$ cat config.mk
export PLATFORM = sky130hd
export DESIGN_NAME = mdio_responder_flat
export DESIGN_NICKNAME = d
export VERILOG_FILES = /design/src/rtl/eth_mdio_pkg.sv /design/src/rtl/mdio_responder_if.sv /design/src/rtl/mdio_sync_edge.sv /design/src/rtl/mdio_responder.sv /design/src/flat_wrapper.sv
export SDC_FILE = /design/constraint.sdc
export NUM_CORES = 1
export LEC_CHECK = 0
export ABC_CLOCK_PERIOD_IN_PS = 2400
export CELL_PAD_IN_SITES_DETAIL_PLACEMENT = 2
export CELL_PAD_IN_SITES_GLOBAL_PLACEMENT = 2
export CORE_AREA = 4 4 286 218
export CTS_CLUSTER_DIAMETER = 100
export DETAILED_ROUTE_END_ITERATION = 12
export DIE_AREA = 0 0 290 222
export GPL_TIMING_DRIVEN = 0
export HOLD_SLACK_MARGIN = 0.05
export MAX_ROUTING_LAYER = met4
export PLACE_DENSITY = 0.84
export RECOVER_POWER = 100
export SLEW_MARGIN = 40
export SYNTH_ARGS = -nofsm -noshare
export SYNTH_HDL_FRONTEND = slang
export SYNTH_SLANG_ARGS = --single-unit
$ cat constraint.sdc
create_clock -name msoc_clk -period 2.4 [get_ports msoc_clk]
set_input_delay 0.48 -clock msoc_clk [delete_from_list [all_inputs] [get_ports msoc_clk]]
set_output_delay 0.48 -clock msoc_clk [all_outputs]
set_load 0.02 [all_outputs]
$ cat src/rtl/eth_mdio_pkg.sv
// Shared definitions for the Clause-22 MDIO responder.
// Contents: frame FSM state type, opcode encodings, fixed register
// indices and the preamble length.
package eth_mdio_pkg;

  typedef enum logic [2:0] {
    S_PRE,
    S_ST,
    S_OP,
    S_PHYAD,
    S_REGAD,
    S_TA,
    S_RDATA,
    S_WDATA
  } mdio_state_t;

  localparam logic [1:0] OP_RD = 2'b10;
  localparam logic [1:0] OP_WR = 2'b01;

  localparam logic [4:0] REG_BMCR = 5'd0;
  localparam logic [4:0] REG_BMSR = 5'd1;
  localparam logic [4:0] REG_ID1  = 5'd2;
  localparam logic [4:0] REG_ID2  = 5'd3;

  localparam int unsigned PRE_LEN       = 32;
  localparam int unsigned BMSR_LINK_BIT = 2;

endpackage

$ cat src/rtl/mdio_responder_if.sv
// MDIO pin bundle between the MAC management initiator and the PHY-side
// responder.
//   mdc     : management clock driven by the MAC
//   mdio_i  : MDIO pin value as seen by the responder
//   mdio_o  : value the responder drives onto MDIO
//   mdio_oe : responder output enable
interface mdio_responder_if;
  logic mdc;
  logic mdio_i;
  logic mdio_o;
  logic mdio_oe;

  modport master (
    output mdc,
    output mdio_i,
    input  mdio_o,
    input  mdio_oe
  );

  modport slave (
    input  mdc,
    input  mdio_i,
    output mdio_o,
    output mdio_oe
  );
endinterface

$ cat src/rtl/mdio_sync_edge.sv
// Brings the asynchronous MDIO-side inputs into the clk domain.
// Each input passes through two flops; MDC additionally gets a
// rising-edge detector on its synchronised level.
//   clk, rst_n : system clock, asynchronous active-low reset
//   mdc_a      : raw MDC
//   mdio_a     : raw MDIO input
//   link_a     : raw link status
//   mdc_rise   : one-cycle pulse on a synchronised MDC rising edge
//   mdio_s     : synchronised MDIO input
//   link_s     : synchronised link status
module mdio_sync_edge (
  input  logic clk,
  input  logic rst_n,
  input  logic mdc_a,
  input  logic mdio_a,
  input  logic link_a,
  output logic mdc_rise,
  output logic mdio_s,
  output logic link_s
);

  // bit 0 = mdc, bit 1 = mdio, bit 2 = link
  logic [2:0] meta_q, meta_d;
  logic [2:0] sync_q, sync_d;
  logic       mdc_prev_q, mdc_prev_d;

  always_comb begin
    meta_d     = {link_a, mdio_a, mdc_a};
    sync_d     = meta_q;
    mdc_prev_d = sync_q[0];
  end

  always_ff @(posedge clk or negedge rst_n) begin
    if (!rst_n) begin
      meta_q     <= '0;
      sync_q     <= '0;
      mdc_prev_q <= 1'b0;
    end else begin
      meta_q     <= meta_d;
      sync_q     <= sync_d;
      mdc_prev_q <= mdc_prev_d;
    end
  end

  assign mdc_rise = sync_q[0] & ~mdc_prev_q;
  assign mdio_s   = sync_q[1];
  assign link_s   = sync_q[2];

endmodule

$ cat src/rtl/mdio_responder.sv
// PHY-side Clause-22 MDIO management responder. Oversamples MDC in the
// msoc_clk domain, decodes PRE/ST/OP/PHYAD/REGAD/TA/DATA frames, answers
// reads from a 32x16 register map and reports committed writes.
//   msoc_clk : system clock (at least 8x MDC)
//   rstn     : asynchronous active-low reset
//   mdio     : MDC / MDIO pin bundle (slave side)
//   link_up  : live link status, asynchronous
//   wr_valid : one-cycle pulse when a write frame to this PHY completes
//   wr_reg   : register index of that write
//   wr_data  : data of that write
module mdio_responder
  import eth_mdio_pkg::*;
#(
  parameter logic [4:0]  PHY_ADDR  = 5'd1,
  parameter logic [15:0] PHY_ID1   = 16'h0007,
  parameter logic [15:0] PHY_ID2   = 16'hC0F1,
  parameter logic [15:0] BMCR_RST  = 16'h3100,
  parameter logic [15:0] BMSR_CAPS = 16'h7809
) (
  input  logic                   msoc_clk,
  input  logic                   rstn,
  mdio_responder_if.slave        mdio,
  input  logic                   link_up,
  output logic                   wr_valid,
  output logic [4:0]             wr_reg,
  output logic [15:0]            wr_data
);

  localparam logic [5:0] PRE_CNT_MAX = 6'(PRE_LEN);

  logic mdc_rise;
  logic mdio_s;
  logic link_s;

  mdio_sync_edge u_sync (
    .clk      (msoc_clk),
    .rst_n    (rstn),
    .mdc_a    (mdio.mdc),
    .mdio_a   (mdio.mdio_i),
    .link_a   (link_up),
    .mdc_rise (mdc_rise),
    .mdio_s   (mdio_s),
    .link_s   (link_s)
  );

  mdio_state_t state_q, state_d;
  logic [5:0]  pre_cnt_q, pre_cnt_d;
  logic [3:0]  bit_cnt_q, bit_cnt_d;
  logic [1:0]  op_q, op_d;
  logic [4:0]  phyad_q, phyad_d;
  logic [4:0]  regad_q, regad_d;
  logic [15:0] sh_q, sh_d;
  logic        mdio_o_q, mdio_o_d;
  logic        mdio_oe_q, mdio_oe_d;
  logic        wr_valid_q, wr_valid_d;
  logic [4:0]  wr_reg_q, wr_reg_d;
  logic [15:0] wr_data_q, wr_data_d;
  logic [15:0] reg0_q, reg0_d;
  logic [15:0] rf_q [4:31];
  logic [15:0] rf_d [4:31];
  logic        latch_q, latch_d;

  logic        phy_match;
  logic        rd_drive;
  logic [4:0]  rd_idx;
  logic [15:0] rd_val;
  logic [15:0] wr_word;

  assign phy_match = (phyad_q == PHY_ADDR);
  assign rd_drive  = phy_match && (op_q == OP_RD);

  // Read value is looked up with the REGAD bit arriving at this E folded
  // in, so it can be loaded on the last REGAD bit.
  always_comb begin
    rd_idx = {regad_q[3:0], mdio_s};
    rd_val = '0;
    case (rd_idx)
      REG_BMCR: rd_val = reg0_q;
      REG_BMSR: begin
        rd_val                = BMSR_CAPS;
        rd_val[BMSR_LINK_BIT] = latch_q;
      end
      REG_ID1:  rd_val = PHY_ID1;
      REG_ID2:  rd_val = PHY_ID2;
      default:  rd_val = rf_q[rd_idx];
    endcase
  end

  assign wr_word = {sh_q[14:0], mdio_s};

  always_comb begin
    state_d    = state_q;
    pre_cnt_d  = pre_cnt_q;
    bit_cnt_d  = bit_cnt_q;
    op_d       = op_q;
    phyad_d    = phyad_q;
    regad_d    = regad_q;
    sh_d       = sh_q;
    mdio_o_d   = mdio_o_q;
    mdio_oe_d  = mdio_oe_q;
    wr_valid_d = 1'b0;
    wr_reg_d   = wr_reg_q;
    wr_data_d  = wr_data_q;
    reg0_d     = reg0_q;
    rf_d       = rf_q;
    latch_d    = latch_q;

    if (mdc_rise) begin
      case (state_q)
        S_PRE: begin
          if (mdio_s) begin
            if (pre_cnt_q != PRE_CNT_MAX) pre_cnt_d = pre_cnt_q + 6'd1;
          end else if (pre_cnt_q == PRE_CNT_MAX) begin
            // This 0 is the first start bit; the count is cleared on the
            // way out so every return to PRE starts from zero.
            state_d   = S_ST;
            pre_cnt_d = '0;
          end else begin
            pre_cnt_d = '0;
          end
        end
        S_ST: begin
          bit_cnt_d = '0;
          state_d   = mdio_s ? S_OP : S_PRE;
          mdio_oe_d = 1'b0;
        end
        S_OP: begin
          op_d = {op_q[0], mdio_s};
          if (bit_cnt_q == 4'd1) begin
            bit_cnt_d = '0;
            if (({op_q[0], mdio_s} == OP_RD) || ({op_q[0], mdio_s} == OP_WR)) begin
              state_d = S_PHYAD;
            end else begin
              state_d   = S_PRE;
              mdio_oe_d = 1'b0;
            end
          end else begin
            bit_cnt_d = bit_cnt_q + 4'd1;
          end
        end
        S_PHYAD: begin
          phyad_d = {phyad_q[3:0], mdio_s};
          if (bit_cnt_q == 4'd4) begin
            bit_cnt_d = '0;
            state_d   = S_REGAD;
          end else begin
            bit_cnt_d = bit_cnt_q + 4'd1;
          end
        end
        S_REGAD: begin
          regad_d = rd_idx;
          if (bit_cnt_q == 4'd4) begin
            bit_cnt_d = '0;
            state_d   = S_TA;
            if (op_q == OP_RD) sh_d = rd_val;
          end else begin
            bit_cnt_d = bit_cnt_q + 4'd1;
          end
        end
        S_TA: begin
          if (bit_cnt_q == 4'd0) begin
            bit_cnt_d = 4'd1;
            if (rd_drive) begin
              mdio_oe_d = 1'b1;
              mdio_o_d  = 1'b0;
            end
          end else begin
            bit_cnt_d = '0;
            if (op_q == OP_RD) begin
              // data[15] goes out here; RDATA then shifts out 14..0 and
              // spends its 16th E releasing the line.
              if (rd_drive) mdio_o_d = sh_q[15];
              sh_d    = {sh_q[14:0], 1'b0};
              state_d = S_RDATA;
            end else begin
              state_d = S_WDATA;
            end
          end
        end
        S_RDATA: begin
          if (bit_cnt_q == 4'd15) begin
            bit_cnt_d = '0;
            mdio_oe_d = 1'b0;
            mdio_o_d  = 1'b0;
            state_d   = S_PRE;
            if (rd_drive && (regad_q == REG_BMSR)) latch_d = link_s;
          end else begin
            bit_cnt_d = bit_cnt_q + 4'd1;
            if (rd_drive) mdio_o_d = sh_q[15];
            sh_d = {sh_q[14:0], 1'b0};
          end
        end
        S_WDATA: begin
          sh_d = wr_word;
          if (bit_cnt_q == 4'd15) begin
            bit_cnt_d = '0;
            state_d   = S_PRE;
            if (phy_match) begin
              wr_valid_d = 1'b1;
              wr_reg_d   = regad_q;
              wr_data_d  = wr_word;
              case (regad_q)
                REG_BMCR: begin
                  if (wr_word[15]) begin
                    reg0_d  = BMCR_RST;
                    latch_d = 1'b0;
                    for (int unsigned i = 4; i < 32; i++) rf_d[i] = '0;
                  end else begin
                    reg0_d = wr_word;
                  end
                end
                REG_BMSR, REG_ID1, REG_ID2: ;
                default: rf_d[regad_q] = wr_word;
              endcase
            end
          end else begin
            bit_cnt_d = bit_cnt_q + 4'd1;
          end
        end
        default: begin
          state_d   = S_PRE;
          pre_cnt_d = '0;
          mdio_oe_d = 1'b0;
        end
      endcase
    end

    // Latched-low: a low link level overrides any load in the same cycle.
    if (!link_s) latch_d = 1'b0;
  end

  always_ff @(posedge msoc_clk or negedge rstn) begin
    if (!rstn) begin
      state_q    <= S_PRE;
      pre_cnt_q  <= '0;
      bit_cnt_q  <= '0;
      op_q       <= '0;
      phyad_q    <= '0;
      regad_q    <= '0;
      sh_q       <= '0;
      mdio_o_q   <= 1'b0;
      mdio_oe_q  <= 1'b0;
      wr_valid_q <= 1'b0;
      wr_reg_q   <= '0;
      wr_data_q  <= '0;
      reg0_q     <= BMCR_RST;
      latch_q    <= 1'b0;
      for (int unsigned i = 4; i < 32; i++) rf_q[i] <= '0;
    end else begin
      state_q    <= state_d;
      pre_cnt_q  <= pre_cnt_d;
      bit_cnt_q  <= bit_cnt_d;
      op_q       <= op_d;
      phyad_q    <= phyad_d;
      regad_q    <= regad_d;
      sh_q       <= sh_d;
      mdio_o_q   <= mdio_o_d;
      mdio_oe_q  <= mdio_oe_d;
      wr_valid_q <= wr_valid_d;
      wr_reg_q   <= wr_reg_d;
      wr_data_q  <= wr_data_d;
      reg0_q     <= reg0_d;
      latch_q    <= latch_d;
      rf_q       <= rf_d;
    end
  end

  assign mdio.mdio_o  = mdio_o_q;
  assign mdio.mdio_oe = mdio_oe_q;
  assign wr_valid     = wr_valid_q;
  assign wr_reg       = wr_reg_q;
  assign wr_data      = wr_data_q;

endmodule

$ cat src/flat_wrapper.sv
// flat-port wrapper written by rule: the top's interface ports become plain ports
module mdio_responder_flat import eth_mdio_pkg::*;
#(
  parameter logic [4:0]  PHY_ADDR  = 5'd1,
  parameter logic [15:0] PHY_ID1   = 16'h0007,
  parameter logic [15:0] PHY_ID2   = 16'hC0F1,
  parameter logic [15:0] BMCR_RST  = 16'h3100,
  parameter logic [15:0] BMSR_CAPS = 16'h7809
)
  (msoc_clk, rstn, link_up, wr_valid, wr_reg, wr_data, mdio_mdc, mdio_mdio_i, mdio_mdio_o, mdio_mdio_oe);
  mdio_responder_if mdio_i ();
  input  logic msoc_clk;
  input  logic rstn;
  input  logic link_up;
  output logic wr_valid;
  output logic [4:0] wr_reg;
  output logic [15:0] wr_data;
  input wire logic [$bits(mdio_i.mdc)-1:0] mdio_mdc;
  input wire logic [$bits(mdio_i.mdio_i)-1:0] mdio_mdio_i;
  output wire logic [$bits(mdio_i.mdio_o)-1:0] mdio_mdio_o;
  output wire logic [$bits(mdio_i.mdio_oe)-1:0] mdio_mdio_oe;
  assign mdio_i.mdc = mdio_mdc;
  assign mdio_i.mdio_i = mdio_mdio_i;
  assign mdio_mdio_o = mdio_i.mdio_o;
  assign mdio_mdio_oe = mdio_i.mdio_oe;
  mdio_responder #(.PHY_ADDR(PHY_ADDR), .PHY_ID1(PHY_ID1), .PHY_ID2(PHY_ID2), .BMCR_RST(BMCR_RST), .BMSR_CAPS(BMSR_CAPS)) u_core (.msoc_clk(msoc_clk), .rstn(rstn), .mdio(mdio_i), .link_up(link_up), .wr_valid(wr_valid), .wr_reg(wr_reg), .wr_data(wr_data));
endmodule
# After elaboration in Yosys (flattened, before gate mapping)
# Cells that the tools add are included.
# word_totals
wordCells	190
ff_bits	537
in_bits	5
# classes
mux	59
add_sub_neg	2
n_lt_le_gt_ge	3
bitwise	5
n_eq_ne	48
n_reduce_logical	28
# ops
op	n
$pmux W448 S2	1
$bwmux W448	1
$mux W448	1
$mux W16	8
$pmux W16 S4	2
$bmux W16 S5	1
$demux W16 S5	1
$ne A2 B1 Y1 const B	13
$mux W1	24
$mux W3	7
$pmux W3 S7	1
$eq A5 B2 Y1 const B	4
$pmux W4 S5	1
$ne A3 B2 Y1 const B	6
$reduce_and A8 Y1	2
$eq A5 B1 Y1 const B	3
$mux W15	1
$reduce_and A7 Y1	2
$eq A3 B3 Y1 const B	4
$ge A6 B6 Y1 const B	2
$mux W4	3
$mux W6	2
$not A5 Y6	2
$logic_not A5 Y1	2
other kinds (34)	51

# Logic depth before layout (Yosys ltp)
# depth
depth_word	8
ltp_mapped	11
mapped_depth_nobuf	7

# Hierarchy
# A second synthesis with hierarchy kept.
# hier_totals
cells_unflattened	2126
area_unflattened_um2	24559.8
# by_module_without_submodules
module	n_inst	cells_each	area_each_um2
mdio_responder	1	2118	24370.9
mdio_sync_edge	1	8	188.9

# Least setup slack after synthesis
# No wires, ideal clock.
# synth_timing
kind	register to register
startpoint	reg u_core.phyad_q[3]
endpoint	reg u_core.rf_q[374] in the netlist's numbering
setup_slack_ps	-22
stages_incl_launch_ff	9
t_arrival_ps	2301
required_ps	2279
setup_time_ps	121
path_buffers	3
cell_sequence	dfrtp_1 or4b_4 nor4_2 nand2_1 buf_4 or4_1 buf_2 buf_6 a22o_1
# synth_between
elab_chain_len	2
# synth_rtl
item	line_no	text
start: declaration	mdio_responder.sv:50	logic [4:0] phyad_q, phyad_d;
start signal: assignment	mdio_responder.sv:254	phyad_q <= phyad_d;
$eq A5 B1 Y1	mdio_responder.sv:69	assign phy_match = (phyad_q == PHY_ADDR);
$reduce_and A6 Y1 (no line)	--	
end signal: assignment	mdio_responder.sv:264	rf_q <= rf_d;
end: declaration	mdio_responder.sv:59	logic [15:0] rf_q [4:31];
# No other way between the ends.
# A chain may end at the register's enable or synchronous reset.

# Worst setup path in the final report
# layout_timing
startpoint	reg u_core.phyad_q[3]
endpoint	reg u_core.rf_q[378] in the netlist's numbering
# The elaborated chain is that of the path after synthesis.

==> metrics.txt <==
# TYPE chip_impl_metric gauge
chip_impl_info{name="result_of_the_run",value="finished with violations"} 1
chip_impl_info{name="violated_checks",value="setup timing"} 1
chip_impl_metric{name="whs",unit="ns"} 0.262
chip_impl_metric{name="ys_seq_area_frac",unit=""} 0.554
chip_impl_metric{name="dp_worst_setup_slack",unit="ns"} -1.21
chip_impl_metric{name="post_synth_xor_area_fraction",unit=""} 0.00181
chip_impl_metric{name="yosys_register_bits",unit=""} 536
chip_impl_metric{name="timing.setup.tns",unit="ns"} -179.84
chip_impl_info{name="clock-root-buffer",value="sky130_fd_sc_hd__clkbuf_16"} 1
chip_impl_metric{name="worst_pin_slew",unit="ns"} 1.17
chip_impl_metric{name="grt_pass1_wl",unit="um"} 172000
chip_impl_info{name="synth_top_flop_cell",value="sky130_fd_sc_hd__dfrtp_1"} 1
chip_impl_metric{name="htree_levels",unit=""} 2
chip_impl_metric{name="drcViolationCount",unit=""} 0
chip_impl_metric{name="hold_violations",unit=""} 0
chip_impl_metric{name="synthToLayoutAreaGrowth",unit="%"} 31.6
chip_impl_metric{name="grt.overflow.total",unit=""} 0
chip_impl_metric{name="numCtsBuffers",unit=""} 55
chip_impl_metric{name="timing.fmax",unit="MHz"} 336
chip_impl_metric{name="grt_start_max_net_pins",unit=""} 76
chip_impl_metric{name="dp_cells",unit=""} 2669
chip_impl_metric{name="routed_wire_length_per_instance",unit="um"} 48.2
chip_impl_metric{name="syn-instance-count",unit=""} 1833
chip_impl_metric{name="time_the_final_worst_path_needs_with_i_o_delays_and_setup",unit="ns"} 2.98
chip_impl_metric{name="ys_types",unit=""} 71
chip_impl_metric{name="clk-insertion-delay-late",unit="ns"} 0.67
chip_impl_metric{name="number_of_global_route_vias_before_repair",unit=""} 21980
chip_impl_metric{name="boundaryPins",unit=""} 29
chip_impl_metric{name="critical_path.n_buffers_inverters",unit=""} 2
chip_impl_metric{name="adder_cell_fraction_of_synth_area",unit=""} 0.00516
chip_impl_info{name="max_flop_register",value="u_core.rf_q"} 1
chip_impl_info{name="cts_tree",value="built"} 1
chip_impl_metric{name="syn_nets",unit=""} 1848
chip_impl_metric{name="max_stage_delay_on_crit_path",unit="ns"} 0.58
chip_impl_metric{name="total_leakage_power",unit="nW"} 14.6
chip_impl_metric{name="finalMaxSlewViolations",unit=""} 0
chip_impl_info{name="worstPathCellList",value="or4b_4, nor4_4, nand2_2, buf_12, or4_4, buf_8, a22o_1"} 1
chip_impl_metric{name="drt_pre_antenna_iters",unit=""} 6
chip_impl_metric{name="post-route-worst-setup-slack",unit="ns"} -0.576
chip_impl_info{name="synth_top_family_by_area",value="compound AO/OA/AOI/OAI gates"} 1
chip_impl_metric{name="std_cell_rows",unit=""} 78
chip_impl_metric{name="clkSinkCount",unit=""} 536
chip_impl_metric{name="synth-edff-count",unit=""} 0
chip_impl_metric{name="ir_drop",unit="uV"} 963
chip_impl_info{name="cp-end-kind",value="register"} 1
chip_impl_metric{name="drt-vias-per-instance",unit=""} 7.57
chip_impl_metric{name="dieHeight",unit="um"} 222
chip_impl_metric{name="drv.max_cap_violation_count",unit=""} 0
chip_impl_metric{name="antenna_violating_nets_post_route",unit=""} 0
chip_impl_metric{name="final_layout_size_suffix_gt1_frac",unit=""} 0.339
chip_impl_metric{name="fin_total_pwr",unit="mW"} 19.7
chip_impl_metric{name="initial_core_util",unit=""} 0.406
chip_impl_metric{name="detail_route.iter0.violations",unit=""} 3404
chip_impl_metric{name="synth-warning-count",unit=""} 0
chip_impl_info{name="critPathKind",value="reg2reg"} 1
chip_impl_metric{name="dpl.hpwl",unit="um"} 69000
chip_impl_metric{name="cts.clk_slew.worst_paths",unit="ns"} 0.08
chip_impl_metric{name="fin_nets",unit=""} 2147
chip_impl_metric{name="detailroute.via_count",unit=""} 22567
chip_impl_metric{name="gp_routability_congestion",unit=""} 0.960
chip_impl_metric{name="antenna_found_initial",unit=""} 10
chip_impl_metric{name="syn-mean-instance-area",unit="um2"} 13.2
chip_impl_metric{name="async_reset_ff_frac",unit=""} 1.00
chip_impl_info{name="critical_path_source_type",value="register"} 1
chip_impl_info{name="setup_repair_after_global_routing_missed_its_margin",value="yes"} 1
chip_impl_metric{name="compound_gate_fraction_of_synth_area",unit=""} 0.218
chip_impl_metric{name="post_synth_and_or_nand_nor_area_fraction",unit=""} 0.0632
chip_impl_metric{name="utilization",unit=""} 0.534
chip_impl_metric{name="placement.cell_area",unit="mm2"} 0.0258
chip_impl_metric{name="crit_path_max_fo",unit=""} 10
chip_impl_metric{name="power_density",unit="mW/mm2"} 619
chip_impl_metric{name="globalRouteTotalUtil",unit=""} 0.376
chip_impl_metric{name="largest_register_ff_count",unit=""} 448
chip_impl_metric{name="final_area",unit="mm2"} 0.0319
chip_impl_metric{name="post_layout_instance_count_excluding_filler_cells",unit=""} 2983
chip_impl_metric{name="setup_viol",unit=""} 558
chip_impl_metric{name="worst_slew_margin_rel",unit=""} 0.219
chip_impl_info{name="cell_with_the_largest_stage_delay_on_the_worst_path",value="sky130_fd_sc_hd__or4_4"} 1
chip_impl_metric{name="muxShareOfSynthArea",unit=""} 0.121
chip_impl_metric{name="chipWidth",unit="um"} 290
chip_impl_metric{name="routed_wl",unit="um"} 144000
chip_impl_metric{name="cp.required",unit="ns"} 2.92
chip_impl_metric{name="ctsLongestPathBuffers",unit=""} 3
chip_impl_metric{name="syn-cell-area",unit="mm2"} 0.0242
chip_impl_metric{name="numPortBuffers",unit=""} 28
chip_impl_metric{name="die_area",unit="mm2"} 0.0644
chip_impl_info{name="hp-class",value="in2async"} 1
chip_impl_info{name="cp_top_family",value="simple AND/OR/NAND/NOR gates"} 1
chip_impl_metric{name="ratio_of_final_minimum_period_to_clock_period",unit=""} 1.24
chip_impl_metric{name="core",unit="mm2"} 0.0597
chip_impl_metric{name="worst_ep_arrival_time",unit="ns"} 3.49
chip_impl_metric{name="skew",unit="ns"} 0.0393
[report_power, final]
part           leakage (nW)  internal (mW)  switching, mW
clock network         0.975           5.65           4.47
registers              7.46           9.04         0.0162
logic                  6.13          0.143          0.418
total                  14.6           14.8           4.90
[logic make-up (layout without fill, tap and decap cells)]
kind of cell | after synthesis | count (layout)
mux | 177 | 177
simple gates | 268 | 268
flops | 536 | 536
xor+xnor | 5 | 5
other cells | 0 | 10
fa+ha+maj | 10 | 10
buf+inv | 200 | 540
compound gates | 637 | 637
[final cells by class]
cell class	instances	area (um2)
Tap cell	800	1000
Clock inverter	28	404
Buffer	178	1750
Inverter	15	63.8
Timing Repair Buffer	249	2810
Clock buffer	70	1560
Multi-Input combinational cell	1097	10900
Antenna cell	10	25.0
Fill cell	5453	27800
Sequential cell	536	13400
[worst paths after layout]
check | slack [ns] | startpoint | cells past startpoint | endpoint
setup / recovery | -0.58 | u_core.phyad_q[3] | 7 | u_core.rf_q[378]
hold / removal | 0.26 | rstn | 2 | u_core.bit_cnt_q[3]
setup reg to reg | -0.58 | u_core.phyad_q[3] | 7 | u_core.rf_q[378]
hold reg to reg | 0.36 | u_core.u_sync.meta_q[0] | 0 | u_core.u_sync.sync_q[0]
max in group asynchronous | -0.03 | rstn | 5 | u_core.wr_data[7]
min in group msoc_clk | 0.36 | u_core.u_sync.meta_q[0] | 0 | u_core.u_sync.sync_q[0]
[repair_timing]
| item | in CTS | in global routing |
|---|---|---|
| pin swaps | 40 | 72 |
| endpoints found under the setup margin | 515 | 510 |
| resized for setup | 354 | 301 |
| setup buffers | 80 | 94 |
| hold buffers | 1 | 0 |
| hold endpoints to repair | 23 | 0 |
| gates cloned | 21 | 19 |
[routing by layer]
metal / up-vias / track usage / wire length, um
met5: - / - / 0
met4: 0 / 0.168 / 13300
met3: 903 / 0.111 / 16800
met2: 2168 / 0.575 / 63700
met1: 11748 / 0.466 / 50000
li1: 7748 / - / -
[Yosys cell counts (19+ instances only)]
| cell | count | area (um2) |
|---|---|---|
| sky130_fd_sc_hd__a22o_1 | 457 | 4000 |
| sky130_fd_sc_hd__a22oi_1 | 24 | 180 |
| sky130_fd_sc_hd__buf_2 | 50 | 250 |
| sky130_fd_sc_hd__clkbuf_1 | 106 | 398 |
| sky130_fd_sc_hd__dfrtp_1 | 533 | 13300 |
| sky130_fd_sc_hd__mux2_2 | 41 | 462 |
| sky130_fd_sc_hd__mux2i_1 | 47 | 470 |
| sky130_fd_sc_hd__mux4_2 | 89 | 2000 |
| sky130_fd_sc_hd__nand2_1 | 67 | 251 |
| sky130_fd_sc_hd__nand3_1 | 27 | 135 |
| sky130_fd_sc_hd__nor2_1 | 62 | 233 |
| sky130_fd_sc_hd__o21ai_0 | 34 | 170 |
| sky130_fd_sc_hd__o21ai_2 | 19 | 166 |
[cells in the final DEF, fill, tap and decap left out, types with 25 or more instances in the layout]
cell type,instances
sky130_fd_sc_hd__clkbuf_16,69
sky130_fd_sc_hd__nand2_1,61
sky130_fd_sc_hd__buf_12,28
sky130_fd_sc_hd__buf_6,125
sky130_fd_sc_hd__mux4_2,89
sky130_fd_sc_hd__mux2i_1,40
sky130_fd_sc_hd__buf_8,38
sky130_fd_sc_hd__buf_4,100
sky130_fd_sc_hd__clkbuf_1,50
sky130_fd_sc_hd__dfrtp_1,529
sky130_fd_sc_hd__o21ai_0,25
sky130_fd_sc_hd__nor2_1,53
sky130_fd_sc_hd__a22o_1,451
sky130_fd_sc_hd__o21ai_4,25
sky130_fd_sc_hd__mux2_2,29
[worst reg2reg max path, stage by stage (launching register included)]
cell,delay (ns)
sky130_fd_sc_hd__dfrtp_1,0.42
sky130_fd_sc_hd__or4b_4,0.57
sky130_fd_sc_hd__nor4_4,0.41
sky130_fd_sc_hd__nand2_2,0.22
sky130_fd_sc_hd__buf_12,0.21
sky130_fd_sc_hd__or4_4,0.59
sky130_fd_sc_hd__buf_8,0.20
sky130_fd_sc_hd__a22o_1,0.22
No activity file was read; power rests on OpenSTA's default activity.
